<file path="src/rtl/wdata_chan_mngr_pkg.sv">
// rtl/wdata_chan_mngr_pkg.sv - shared write-data channel definitions
package wdata_chan_mngr_pkg;

  localparam int BEAT_W    = 32;
  localparam int STRB_W    = 4;
  localparam int MAX_BURST = 4;
  localparam int LINE_W    = BEAT_W * MAX_BURST;
  localparam int MASK_W    = STRB_W * MAX_BURST;
  localparam int LEN_W     = 2;

  // Mask polarity: bit = 1 means the byte is NOT written; wstrb is its complement.
  typedef enum logic [1:0] {
    WDAT_MIDLE = 2'b00,
    WDAT_MSEND = 2'b01,
    WDAT_MDEFO = 2'b11
  } wdat_mstate_e;

  typedef enum logic [1:0] {
    WDAT_SIDLE = 2'b00,
    WDAT_SRECV = 2'b01,
    WDAT_SDEFO = 2'b11
  } wdat_sstate_e;

  typedef struct packed {
    logic [LINE_W-1:0] data;
    logic [MASK_W-1:0] mask;
    logic [LEN_W-1:0]  len;
  } wdat_buf_t;

endpackage

</file>
<file path="src/rtl/wdata_chan_mngr_if.sv">
// rtl/wdata_chan_mngr_if.sv - request side and bus write-data channel signals
interface wdata_chan_mngr_if;
  import wdata_chan_mngr_pkg::*;

  logic              wdat_m_valid;
  logic              wdat_m_ready;
  logic [LINE_W-1:0] wdat_m_data;
  logic [MASK_W-1:0] wdat_m_mask;
  logic [LEN_W-1:0]  wdat_m_len;
  logic              wvalid;
  logic              wready;
  logic [BEAT_W-1:0] wdata;
  logic [STRB_W-1:0] wstrb;
  logic              wlast;
  logic              finish_mwd;

  modport master (
    input  wdat_m_valid, wdat_m_data, wdat_m_mask, wdat_m_len, wready,
    output wdat_m_ready, wvalid, wdata, wstrb, wlast, finish_mwd
  );

  modport slave (
    output wdat_m_valid, wdat_m_data, wdat_m_mask, wdat_m_len, wready,
    input  wdat_m_ready, wvalid, wdata, wstrb, wlast, finish_mwd
  );

endinterface

</file>
<file path="src/rtl/wdat_beat_sel.sv">
// rtl/wdat_beat_sel.sv - picks the current beat's data and strobe from the line buffer
module wdat_beat_sel
  import wdata_chan_mngr_pkg::*;
(
  input  logic [LINE_W-1:0] data,
  input  logic [MASK_W-1:0] mask,
  input  logic [1:0]        sel,
  output logic [BEAT_W-1:0] wdata,
  output logic [STRB_W-1:0] wstrb
);

  always_comb begin
    wdata = data[31:0];
    wstrb = ~mask[3:0];
    case (sel)
      2'd0: begin wdata = data[31:0];   wstrb = ~mask[3:0];   end
      2'd1: begin wdata = data[63:32];  wstrb = ~mask[7:4];   end
      2'd2: begin wdata = data[95:64];  wstrb = ~mask[11:8];  end
      2'd3: begin wdata = data[127:96]; wstrb = ~mask[15:12]; end
      default: ;
    endcase
  end

endmodule

</file>
<file path="src/rtl/wdata_chan_mngr.sv">
// rtl/wdata_chan_mngr.sv - buffers one masked line and sends it as a burst of up to four beats
module wdata_chan_mngr
  import wdata_chan_mngr_pkg::*;
(
  input  logic              clk,
  input  logic              rst_n,
  wdata_chan_mngr_if.master bus
);

  wdat_mstate_e state_q, state_d;
  wdat_buf_t    buf_q;
  logic [1:0]   cnt_q;
  logic         finish_q;
  logic         accept;
  logic         beat_hs;
  logic         last_hs;

  assign bus.wdat_m_ready = (state_q == WDAT_MIDLE);
  assign bus.wvalid       = (state_q == WDAT_MSEND);
  assign bus.wlast        = bus.wvalid & (cnt_q == buf_q.len);
  assign bus.finish_mwd   = finish_q;

  assign accept  = bus.wdat_m_valid & bus.wdat_m_ready;
  assign beat_hs = bus.wvalid & bus.wready;
  assign last_hs = beat_hs & bus.wlast;

  always_comb begin
    state_d = state_q;
    case (state_q)
      WDAT_MIDLE: if (bus.wdat_m_valid) state_d = WDAT_MSEND;
      WDAT_MSEND: if (last_hs) state_d = WDAT_MIDLE;
      WDAT_MDEFO: state_d = WDAT_MDEFO;
      default:    state_d = WDAT_MDEFO;
    endcase
  end

  always_ff @(posedge clk or negedge rst_n) begin
    if (!rst_n) begin
      state_q  <= WDAT_MIDLE;
      buf_q    <= '{data: '0, mask: '1, len: '0};
      cnt_q    <= 2'd0;
      finish_q <= 1'b0;
    end else begin
      state_q  <= state_d;
      finish_q <= last_hs;
      if (accept) begin
        buf_q <= '{data: bus.wdat_m_data, mask: bus.wdat_m_mask, len: bus.wdat_m_len};
        cnt_q <= 2'd0;
      end else if (last_hs) begin
        cnt_q <= 2'd0;
      end else if (beat_hs) begin
        cnt_q <= cnt_q + 2'd1;
      end
    end
  end

  // Reset buffer (data 0, mask all-ones) makes the idle bus show wdata 0 / wstrb 0.
  wdat_beat_sel u_beat_sel (
    .data  (buf_q.data),
    .mask  (buf_q.mask),
    .sel   (cnt_q),
    .wdata (bus.wdata),
    .wstrb (bus.wstrb)
  );

endmodule

</file>
<file path="src/flat_wrapper.sv">
// flat-port wrapper written by rule: the top's interface ports become plain ports
module wdata_chan_mngr_flat import wdata_chan_mngr_pkg::*;
  (clk, rst_n, bus_wdat_m_valid, bus_wdat_m_data, bus_wdat_m_mask, bus_wdat_m_len, bus_wready, bus_wdat_m_ready, bus_wvalid, bus_wdata, bus_wstrb, bus_wlast, bus_finish_mwd);
  wdata_chan_mngr_if bus_i ();
  input  logic clk;
  input  logic rst_n;
  input wire logic [$bits(bus_i.wdat_m_valid)-1:0] bus_wdat_m_valid;
  input wire logic [$bits(bus_i.wdat_m_data)-1:0] bus_wdat_m_data;
  input wire logic [$bits(bus_i.wdat_m_mask)-1:0] bus_wdat_m_mask;
  input wire logic [$bits(bus_i.wdat_m_len)-1:0] bus_wdat_m_len;
  input wire logic [$bits(bus_i.wready)-1:0] bus_wready;
  output wire logic [$bits(bus_i.wdat_m_ready)-1:0] bus_wdat_m_ready;
  output wire logic [$bits(bus_i.wvalid)-1:0] bus_wvalid;
  output wire logic [$bits(bus_i.wdata)-1:0] bus_wdata;
  output wire logic [$bits(bus_i.wstrb)-1:0] bus_wstrb;
  output wire logic [$bits(bus_i.wlast)-1:0] bus_wlast;
  output wire logic [$bits(bus_i.finish_mwd)-1:0] bus_finish_mwd;
  assign bus_i.wdat_m_valid = bus_wdat_m_valid;
  assign bus_i.wdat_m_data = bus_wdat_m_data;
  assign bus_i.wdat_m_mask = bus_wdat_m_mask;
  assign bus_i.wdat_m_len = bus_wdat_m_len;
  assign bus_i.wready = bus_wready;
  assign bus_wdat_m_ready = bus_i.wdat_m_ready;
  assign bus_wvalid = bus_i.wvalid;
  assign bus_wdata = bus_i.wdata;
  assign bus_wstrb = bus_i.wstrb;
  assign bus_wlast = bus_i.wlast;
  assign bus_finish_mwd = bus_i.finish_mwd;
  wdata_chan_mngr u_core (.clk(clk), .rst_n(rst_n), .bus(bus_i));
endmodule
</file>
<file path="config.mk">
export PLATFORM = sky130hd
export DESIGN_NAME = wdata_chan_mngr_flat
export DESIGN_NICKNAME = d
export VERILOG_FILES = /design/src/rtl/wdata_chan_mngr_pkg.sv /design/src/rtl/wdata_chan_mngr_if.sv /design/src/rtl/wdat_beat_sel.sv /design/src/rtl/wdata_chan_mngr.sv /design/src/flat_wrapper.sv
export SDC_FILE = /design/constraint.sdc
export NUM_CORES = 1
export LEC_CHECK = 0
export CAP_MARGIN = 20
export CORE_MARGIN = 3
export CORE_UTILIZATION = 43
export DETAILED_ROUTE_END_ITERATION = 10
export DONT_BUFFER_PORTS = 1
export GPL_ROUTABILITY_DRIVEN = 1
export PLACE_DENSITY = 0.69
export SETUP_SLACK_MARGIN = 0.05
export SLEW_MARGIN = 20
export SYNTH_ARGS = -nofsm -noshare
export SYNTH_HDL_FRONTEND = slang
export SYNTH_SLANG_ARGS = --single-unit
</file>
<file path="constraint.sdc">
create_clock -name clk -period 3.3 [get_ports clk]
set_input_delay 0.33 -clock clk [delete_from_list [all_inputs] [get_ports clk]]
set_output_delay 0.33 -clock clk [all_outputs]
set_load 0.01 [all_outputs]
</file>
==> metrics.txt, run 1 <==
outcome complete, but fails checks; failing checks negative hold slack; CP startpoint u_core.cnt_q[0]$_DFFE_PN0P_; global-route wire length before repair 23.0 mm; Final #Nets 651; initial DRC count 355; Crit path max-delay family adder cells; antenna violations before repair 3; PD cells 1070 nW/um^2; DR DRC count 0; Util after Layout 0.497; router iterations before antenna repair 5; clk buf depth 2; Fillers 1292; Syn-to-layout area delta 10.9%; Yosys reg bits 151; Syn Std Cell Area 6630 um^2; max-cap viol count 0; area leader, netlist dfrtp_1; Cell Area, Placed 6730 um^2; Setup WS post-layout 0.359 ns; vias per cell 5.75; worst reg-to-reg path cell count 3; vias in the first global route 4319; via count 3998; worst min path class in -> async; post-route ant nets 0; Initial Util 0.448; Remaining Overflow, GRT 0; fin. max-slew vios 0; drt total wl 15.0 mm; Static Leakage 3.16 nW; post-synthesis cell type count 25; Placer Congestion 0.768; # placed instances 662; most common cell after layout, fill and taps aside dfrtp_1; io pins 190; Final setup viols 0; Clock Latency Late Sink 0.41 ns; critical path data arrival time 2.61 ns; GRT Total Usage 0.178; crit-path cells inv_1 -> ha_1 -> buf_4 -> a222oi_1 -> mux2i_1; critical path's largest stage delay 0.75 ns; VDD IR max 0.560 mV; Core ar. 14800 um^2; Worst Skew 0.00609 ns; DP Worst Slack 0.732 ns; Synth Net Count 662; Critical Path RT 2.97 ns; relative slew slack 0.406; clk sinks 151; pin count of the biggest net entering global routing 152; RR Endpoint u_core.buf_q[100]$_DFFE_PN0P_; largest cells by area after synthesis dfrtp_1 (51%), mux2_2 (19%), dfstp_2 (6.3%); RR Startpoint u_core.state_q[1]$_DFFE_PN0P_; hold violation total from the final report 151; Post-Synthesis Cells 508; Final Cycle Share 0.891; Synth Warn # 0; Setup crit end bus_wdata[7]; Slew @ Worst Pin 0.892 ns; RSZ-0062 raised after global routing no; post-layout minimum cycle time 2.94 ns; FP Rows 44; CTS buffer count 17; critical setup path kind reg -> out; Setup Total Neg Slack 0 ns; Final Instance Area 7350 um^2; non-filler cells, final 695; critical path depth in cells 5; critical path's slowest cell ha_1; WL/cell 21.5 um; highest clock rate 0.340 GHz; Critical Path End Type primary output; PortBufs 0; layout cell share with drive strength beyond 1 0.329; die width 130 um; Final HPWL DP 10.0 mm; startpoint class of the critical path register; Clk pin slew, worst setup/hold paths 0.06 ns; CTS tree done; R2R setup slack 1.55 ns; commonest non-fill, non-tap cells in the layout dfrtp_1 (135), mux2_2 (110), inv_1 (38); Critical path buffers and inverters 2; sequential fraction of the synthesis area 0.573; final hold slack -0.387 ns; Synth top area share 0.509; post-CTS sizing 0; Avg Cell Area, Syn 13.1 um^2; full die area 16900 um^2; H-tree depth 4; Max Fanout on Critical Path 19; Root Buffer clkbuf_16; Die Ht 130 um
==> power by group <==
part / switching [W] / total, W / internal [W] / leakage, nW
logic: 0.00135 / 0.00255 / 0.00120 / 1.07
clock network: 0.000805 / 0.00201 / 0.00121 / 0.302
registers: 0.000479 / 0.00332 / 0.00285 / 1.79
==> how the worst min path moves through the flow <==
| stage | startpoint | cells after the start | slack (ns) | to |
|---|---|---|---|---|
| 4_1_cts | rst_n | 0 | -0.42 | u_core.bus.finish_mwd$_DFF_PN0_ |
| 3_3_place_gp | rst_n | 0 | 0.04 | u_core.buf_q[1]$_DFFE_PN0P_ |
| 5_1_grt | rst_n | 0 | -0.43 | u_core.buf_q[0]$_DFFE_PN0P_ |
| 6_report | rst_n | 0 | -0.39 | u_core.buf_q[0]$_DFFE_PN0P_ |
| 2_1_floorplan | rst_n | 0 | 0.03 | u_core.buf_q[0]$_DFFE_PN0P_ |
| 3_5_place_dp | rst_n | 0 | 0.04 | u_core.buf_q[1]$_DFFE_PN0P_ |
==> cell families (layout without fill, tap and decap cells) <==
| logic type | count (synthesis) | count (layout) | synth area share |
|---|---|---|---|
| AO/OA/AOI/OAI | 79 | 79 | 0.0881 |
| buffers and inverters | 76 | 78 | 0.0568 |
| multiplexers | 142 | 142 | 0.235 |
| flip-flops | 151 | 151 | 0.573 |
| AND/OR/NAND/NOR | 54 | 54 | 0.0370 |
| adder cells (fa/ha/maj) | 4 | 4 | 0.00755 |
| XOR/XNOR | 2 | 2 | 0.00264 |
| other | 0 | 1 | 0 |
==> area by class of cell <==
type	instances	area (um^2)	share of cell area
flip-flops and latches	151	3800	0.517
multi-input cells	281	2460	0.335
clock buffers	17	425	0.0579
well taps	184	230	0.0313
clock inverters	15	191	0.0260
inverters	38	143	0.0194
repair buffers	8	97.6	0.0133
diodes	1	2.50	0.000340
==> registers in the layout, summed over array words and instances (netlist names) <==
register               flops
u_core.cnt_q               2
u_core.state_q             2
u_core.buf_q             146
u_core.bus.finish_mwd      1
==> synth_stat cells <==
master       n
dfrtp_1    135
mux2_2     110
inv_1       38
nand2_1     37
o21ai_0     36
a222oi_1    32
mux2i_1     32
clkbuf_1    18
dfstp_2     16
buf_6       11
nor2b_1      9
buf_2        7
a2111oi_0    4
a21oi_1      4
ha_1         4
nor2_1       4
buf_1        2
xnor2_1      2
a22o_1       1
a32o_1       1
and3_1       1
and3b_1      1
nand3b_1     1
nor3b_2      1
o32a_1       1
==> routing by layer <==
| layer | vias up | wire length [um] | GRT usage |
|---|---|---|---|
| li1 | 1792 | - | - |
| met4 | 4 | 198 | 0.0489 |
| met2 | 180 | 7180 | 0.283 |
| met5 | - | 34 | 0 |
| met1 | 2003 | 5870 | 0.214 |
| met3 | 19 | 1680 | 0.0921 |
==> stage by stage <==
| stage | power (W) | hold WS, ns |
|---|---|---|
| after floorplan | 0.00528 | 0.0344 |
| final | 0.00789 | -0.387 |
| after detailed placement | 0.00592 | 0.0399 |
| after global routing | 0.00838 | -0.426 |
| after CTS | 0.00798 | -0.416 |
| after global placement | 0.00578 | 0.0397 |
==> timing repair <==
| action | 4_1_cts | 5_1_grt |
|---|---|---|
| setup buffers | 0 | 0 |
| endpoints found under the setup margin | 0 | 0 |
| endpoints found under the hold margin | 151 | 151 |
Power figures use the tool's default switching activity.
==> run 2, diff against run 1 <==
==> constraint.sdc (replaced) <==
create_clock -name clk -period 3.7 [get_ports clk]
set_input_delay 0.37 -clock clk [delete_from_list [all_inputs] [get_ports clk]]
set_output_delay 0.37 -clock clk [all_outputs]
set_load 0.01 [all_outputs]
==> metrics.txt, run 2 (synthesis gave the netlist of run 1 again) <==
outcome complete, but fails checks (unchanged); failing checks negative hold slack (unchanged); DP Worst Slack 1.23 ns (was 0.732 ns); CTS buffer count 17 (unchanged); Final #Nets 650 (was 651); Crit path max-delay family adder cells (unchanged); RSZ-0062 raised after global routing no (unchanged); drt total wl 15.2 mm (was 15.0 mm); H-tree depth 4 (unchanged); Max Fanout on Critical Path 19 (unchanged); io pins 190 (unchanged); worst min path class in -> async (unchanged); post-route ant nets 0 (unchanged); Static Leakage 3.13 nW (was 3.16 nW); vias per cell 5.71 (was 5.75); highest clock rate 0.348 GHz; Util after Layout 0.493 (was 0.497); antenna violations before repair 2 (was 3); critical setup path kind reg -> out (unchanged); Die Ht 130 um (unchanged); Setup Total Neg Slack 0 ns (unchanged); relative slew slack 0.448 (was 0.406); max-cap viol count 0 (unchanged); full die area 16900 um^2 (unchanged); initial DRC count 289 (was 355); Initial Util 0.448 (unchanged); PD cells 950 nW/um^2 (was 1070 nW/um^2); final hold slack -0.336 ns (was -0.387 ns); Final Cycle Share 0.777; PortBufs 0 (unchanged); via count 3966 (was 3998); Fillers 1303 (was 1292); commonest non-fill, non-tap cells in the layout dfrtp_1 (135), mux2_2 (110), inv_1 (38) (unchanged); CTS tree done (unchanged); pin count of the biggest net entering global routing 152 (unchanged); critical path's slowest cell ha_1 (unchanged); Critical Path RT 3.33 ns (was 2.97 ns); startpoint class of the critical path register (unchanged); VDD IR max 0.463 mV (was 0.560 mV); clk buf depth 2 (unchanged); critical path's largest stage delay 0.69 ns (was 0.75 ns); Syn-to-layout area delta 10.2% (was 10.9%); post-CTS sizing 0 (unchanged); Worst Skew 0.00768 ns (was 0.00609 ns); fin. max-slew vios 0 (unchanged); Root Buffer clkbuf_16 (unchanged); post-layout minimum cycle time 2.88 ns; global-route wire length before repair 23.3 mm (was 23.0 mm); Placer Congestion 0.843 (was 0.768); Critical Path End Type primary output (unchanged); GRT Total Usage 0.181 (was 0.178); R2R setup slack 1.92 ns (was 1.55 ns); Setup WS post-layout 0.824 ns (was 0.359 ns); WL/cell 21.9 um (was 21.5 um); clk sinks 151 (unchanged); DR DRC count 0 (unchanged); Critical path buffers and inverters 2 (unchanged); layout cell share with drive strength beyond 1 0.326 (was 0.329); largest register by flop count u_core.buf_q (unchanged); critical path data arrival time 2.51 ns (was 2.61 ns); Final HPWL DP 10.3 mm (was 10.0 mm); Clk pin slew, worst setup/hold paths 0.06 ns (about the same); crit-path cells inv_1 -> ha_1 -> buf_4 -> a222oi_1 -> mux2i_1 (unchanged); Core ar. 14800 um^2 (unchanged); most common cell after layout, fill and taps aside dfrtp_1 (unchanged); die width 130 um (unchanged); largest registers u_core.buf_q x146, u_core.cnt_q x2, u_core.state_q x2 (unchanged); hold violation total from the final report 151 (unchanged); postcts setup bufs 0 (unchanged); FP Rows 44 (unchanged); Slew @ Worst Pin 0.829 ns (was 0.892 ns); Clock Latency Late Sink 0.42 ns (was 0.41 ns); Remaining Overflow, GRT 0 (unchanged); router iterations before antenna repair 6 (was 5); number of flip-flops in the largest register 146 (unchanged); vias in the first global route 4350 (was 4319); Final setup viols 0 (unchanged)
run 2: cell types whose count changed in the layout (fill, tap and decap cells not counted):
cell | before | now
inv_8 | 2 | 0
clkinv_4 | 3 | 4
clkbuf_8 | 0 | 1
inv_6 | 4 | 3
bufinv_16 | 3 | 2
clkinvlp_4 | 1 | 2
buf_12 | 3 | 2
clkbuf_1 | 0 | 1
run 2: power breakdown:
| part | switching (W) | total, W | internal, W |
|---|---|---|---|
| clock | 0.000696 | 0.00172 | 0.00102 |
| combinational | 0.00120 | 0.00226 | 0.00105 |
| sequential | 0.000431 | 0.00297 | 0.00254 |
run 2: final timing paths:
path	from	end	cells past startpoint
max	u_core.cnt_q[0]$_DFFE_PN0P_	bus_wdata[12]	5
min	rst_n	u_core.buf_q[84]$_DFFE_PN0P_	0
max reg2reg	u_core.state_q[1]$_DFFE_PN0P_	u_core.buf_q[109]$_DFFE_PN0P_	3
min reg2reg	u_core.buf_q[126]$_DFFE_PN0P_	u_core.buf_q[126]$_DFFE_PN0P_	1
max in group asynchronous	rst_n	u_core.buf_q[29]$_DFFE_PN0P_	0
min in group clk	bus_wdat_m_data[25]	u_core.buf_q[43]$_DFFE_PN0P_	2
run 2: area by class of cell:
type                    instances  area (um^2)  share of cell area
clock inverters                13          146              0.0200
well taps                     184          230              0.0315
flip-flops and latches        151         3800               0.520
repair buffers                  7         77.6              0.0106
clock buffers                  19          443              0.0606
inverters                      38          143              0.0195
diodes                          1         2.50            0.000343
multi-input cells             281         2460               0.337
run 2: routing by layer:
metal | global-route usage | vias up | wire length, um | share of wire
met5 | 0 | - | 34 | 0.0022
met4 | 0.0495 | 4 | 210 | 0.014
met3 | 0.0884 | 16 | 1580 | 0.10
met2 | 0.289 | 180 | 7260 | 0.48
met1 | 0.219 | 1972 | 6080 | 0.40
li1 | - | 1794 | - | -
run 2: per-stage QoR:
stage | instance area (um^2) | total power (W) | cells
2_1_floorplan | 6630 | 0.00471 | 508
3_3_place_gp | 6710 | 0.00516 | 661
3_5_place_dp | 6710 | 0.00527 | 661
4_1_cts | 7300 | 0.00701 | 693
5_1_grt | 7300 | 0.00739 | 693
6_report | 7310 | 0.00694 | 694
==> run 3, diff against run 2 <==
--- a/config.mk
+++ b/config.mk
@@ -5,6 +5,7 @@
 export SDC_FILE = /design/constraint.sdc
 export NUM_CORES = 1
 export LEC_CHECK = 0
+export ABC_AREA = 1
 export CAP_MARGIN = 20
 export CORE_MARGIN = 3
 export CORE_UTILIZATION = 43
==> constraint.sdc (replaced) <==
create_clock -name clk -period 2.97 [get_ports clk]
set_input_delay 0.297 -clock clk [delete_from_list [all_inputs] [get_ports clk]]
set_output_delay 0.297 -clock clk [all_outputs]
set_load 0.01 [all_outputs]
==> metrics.txt, run 3 <==
post-route ant nets 0 (unchanged); VDD IR max 0.561 mV (was 0.463 mV); Worst Skew 0.00715 ns (was 0.00768 ns); Post-Synth Adder-Cell Area 0.00714 (was 0.00755); Comb power frac 0.354 (was 0.325); drt total wl 19.3 mm (was 15.2 mm); critical path's slowest cell ha_2 (was ha_1); Remaining Overflow, GRT 0 (unchanged); outcome complete, but fails checks (unchanged); GRT Total Usage 0.219 (was 0.181); Die Ht 134 um (was 130 um); Seq pwr share 0.408 (was 0.428); Post-synth EDFFs 0 (unchanged); Synth Area in Simple Gates 0.329 (was 0.0370); global-route wire length before repair 30.9 mm (was 23.3 mm); critical path data arrival time 2.25 ns (was 2.51 ns); CTS buffer count 17 (unchanged); Clk pin slew, worst setup/hold paths 0.07 ns (was 0.06 ns); Final Cycle Share 0.856; largest register by flop count u_core.buf_q (unchanged); Syn-to-layout area delta 13.1% (was 10.2%); pin count of the biggest net entering global routing 152 (unchanged); H-tree depth 4 (unchanged); Final HPWL DP 12.1 mm (was 10.3 mm); xor and xnor fraction of the mapped netlist area 0 (was 0.00264); Avg Cell Area, Syn 7.95 um^2 (was 13.1 um^2); asr flop ratio synth 1.00 (unchanged); critical path's largest stage delay 0.47 ns (was 0.69 ns); Clock power frac 0.238 (was 0.247); vias per cell 5.32 (was 5.71); RSZ-0062 raised after global routing no (unchanged); Critical Path RT 2.67 ns (was 3.33 ns); number of flip-flops in the largest register 146 (unchanged); Final setup viols 0 (unchanged); Max Fanout on Critical Path 19 (unchanged); switch share 0.405 (was 0.336); post-synthesis compound-gate area fraction 0.0611 (was 0.0881); router iterations before antenna repair 4 (was 6); clk sinks 151 (unchanged); largest family of logic cells by synthesized area simple AND/OR/NAND/NOR gates (was multiplexers); Slew @ Worst Pin 0.728 ns (was 0.829 ns); fin. max-slew vios 0 (unchanged); internal power 0.00530 W (was 0.00461 W); crit-path cells inv_1 -> ha_2 -> buf_4 -> a21oi_1 -> a31oi_1 (was inv_1 -> ha_1 -> buf_4 -> a222oi_1 -> mux2i_1); most frequent cell after synthesis nand2_1 (was dfrtp_1); largest registers u_core.buf_q x146, u_core.cnt_q x2, u_core.state_q x2 (unchanged); clk buf depth 2 (unchanged); relative slew slack 0.515 (was 0.448); via count 5861 (was 3966); Final #Nets 1026 (was 650); Yosys reg bits 151 (unchanged); die width 134 um (was 130 um); initial DRC count 431 (was 289); largest cells by area after synthesis dfrtp_1 (48%), nand2_1 (20%), nand3_1 (10%) (was dfrtp_1 (51%), mux2_2 (19%), dfstp_2 (6.3%)); CTS tree done (unchanged); sequential fraction of the synthesis area 0.542 (was 0.573); Core ar. 15900 um^2 (was 14800 um^2); synth cell count leaders nand2_1 (372), nand3_1 (145), dfrtp_1 (135) (was dfrtp_1 (135), mux2_2 (110), inv_1 (38)); postcts setup bufs 0 (unchanged); commonest non-fill, non-tap cells in the layout nand2_1 (372), nand3_1 (145), dfrtp_1 (135) (was dfrtp_1 (135), mux2_2 (110), inv_1 (38)); Static Leakage 3.97 nW (was 3.13 nW); Synth Warn # 0 (unchanged); io pins 190 (unchanged); Root Buffer clkbuf_16 (unchanged); layout cell share with drive strength beyond 1 0.0734 (was 0.326); Crit path max-delay family buffers and inverters (was adder cells); DR DRC count 0 (unchanged); antenna violations before repair 1 (was 2); Placer Congestion 0.806 (was 0.843); most common cell after layout, fill and taps aside nand2_1 (was dfrtp_1); Setup Total Neg Slack 0 ns (unchanged); critical setup path kind reg -> out (unchanged); Initial Util 0.439 (was 0.448); full die area 17900 um^2 (was 16900 um^2); Synth top area share 0.482 (was 0.509); failing checks negative hold slack (unchanged); hold violation total from the final report 151 (unchanged); Critical Path End Type primary output (unchanged); PD cells 1120 nW/um^2 (was 950 nW/um^2); PortBufs 0 (unchanged); Switch Pwr 0.00361 W (was 0.00233 W); DP Worst Slack 0.877 ns (was 1.23 ns); Post-Synthesis Cells 881 (was 508); post-layout minimum cycle time 2.54 ns; Setup WS post-layout 0.427 ns (was 0.824 ns); predominant post-synthesis flop cell dfrtp_1 (unchanged); vias in the first global route 5753 (was 4350); worst min path class in -> async (unchanged); post-synthesis mux area share 0 (was 0.235); Synth Net Count 1035 (was 662); post-CTS sizing 0 (unchanged); Critical path buffers and inverters 2 (unchanged); final hold slack -0.432 ns (was -0.336 ns); highest clock rate 0.393 GHz; max-cap viol count 0 (unchanged); area leader, netlist dfrtp_1 (unchanged); WL/cell 17.5 um (was 21.9 um); Clock Latency Late Sink 0.42 ns (about the same); n_diodes 0 (was 1); startpoint class of the critical path register (unchanged); post-synthesis cell type count 20 (was 25); FP Rows 46 (was 44); Syn Std Cell Area 7010 um^2 (was 6630 um^2)
==> run 3: cell types whose count changed after synthesis, moves of 30 or more <==
cell      change
a222oi_1     -32
mux2i_1      -32
buf_2        +30
o21ai_0      -32
nand2_1     +335
nand3_1     +145
nor2_1       +42
mux2_2      -110
a31oi_1      +32
a21oi_1      +31
==> run 3: area by class of cell <==
type	instances	area [um^2]
Fill cell	1529	8020
Sequential cell	151	3800
Multi-Input combinational cell	645	2810
Clock buffer	20	500
Timing Repair Buffer	40	398
Tap cell	216	270
Clock inverter	12	83.8
Inverter	17	63.8
==> run 3: logic make-up after synthesis <==
logic type	Yosys count
AOI/OAI and AO/OA	76
DFF	151
and+or+nand+nor	565
adders and majority gates	4
buffers and inverters	85
==> run 3: power groups by stage <==
stage	combinational [W]	sequential (W)	clock, W
3_3_place_gp	0.00307	0.00363	0
4_1_cts	0.00319	0.00362	0.00215
2_1_floorplan	0.00252	0.00346	0
3_5_place_dp	0.00315	0.00364	0
6_report	0.00315	0.00363	0.00211
5_1_grt	0.00361	0.00373	0.00225
==> run 3: stage by stage <==
stage	util	hold WS [ns]	cell area, um^2	instances	power (W)
6_report	0.497	-0.432	7920	1101	0.00890
5_1_grt	0.497	-0.450	7920	1101	0.00960
4_1_cts	0.495	-0.449	7890	1098	0.00896
3_5_place_dp	0.442	0.00819	7050	1040	0.00679
3_3_place_gp	0.442	0.00707	7050	1040	0.00670
2_1_floorplan	-	0.00141	7010	881	0.00598
==> run 3: timing repair <==
action / CTS / global route
hold buffers: 26 / 3
hold endpoints to repair: 169 / 154
setup endpoints to repair: 0 / 0
==> run 3: path summary, 6_finish.rpt <==
check	slack (ns)	cells past startpoint	end	startpoint
max in group asynchronous	3.11	0	u_core.buf_q[92]$_DFFE_PN0P_	rst_n
min in group clk	0.02	2	u_core.buf_q[88]$_DFFE_PN0P_	bus_wdat_m_data[70]
worst min register to register	0.46	2	u_core.buf_q[15]$_DFFE_PN1P_	u_core.buf_q[15]$_DFFE_PN1P_
worst max register to register	0.94	5	u_core.buf_q[13]$_DFFE_PN1P_	u_core.state_q[1]$_DFFE_PN0P_
worst max-delay path	0.43	5	bus_wdata[2]	u_core.cnt_q[0]$_DFFE_PN0P_
worst min-delay path	-0.43	0	u_core.buf_q[120]$_DFFE_PN0P_	rst_n
==> run 3: per-layer routing <==
metal,wire length (um),share of wire,global-route usage,up-vias
met4,366,0.019,0.0754,2
met1,8250,0.43,0.294,2775
met5,11,0.00057,0,-
met2,9060,0.47,0.334,226
met3,1590,0.083,0.0733,31
li1,-,-,-,2827
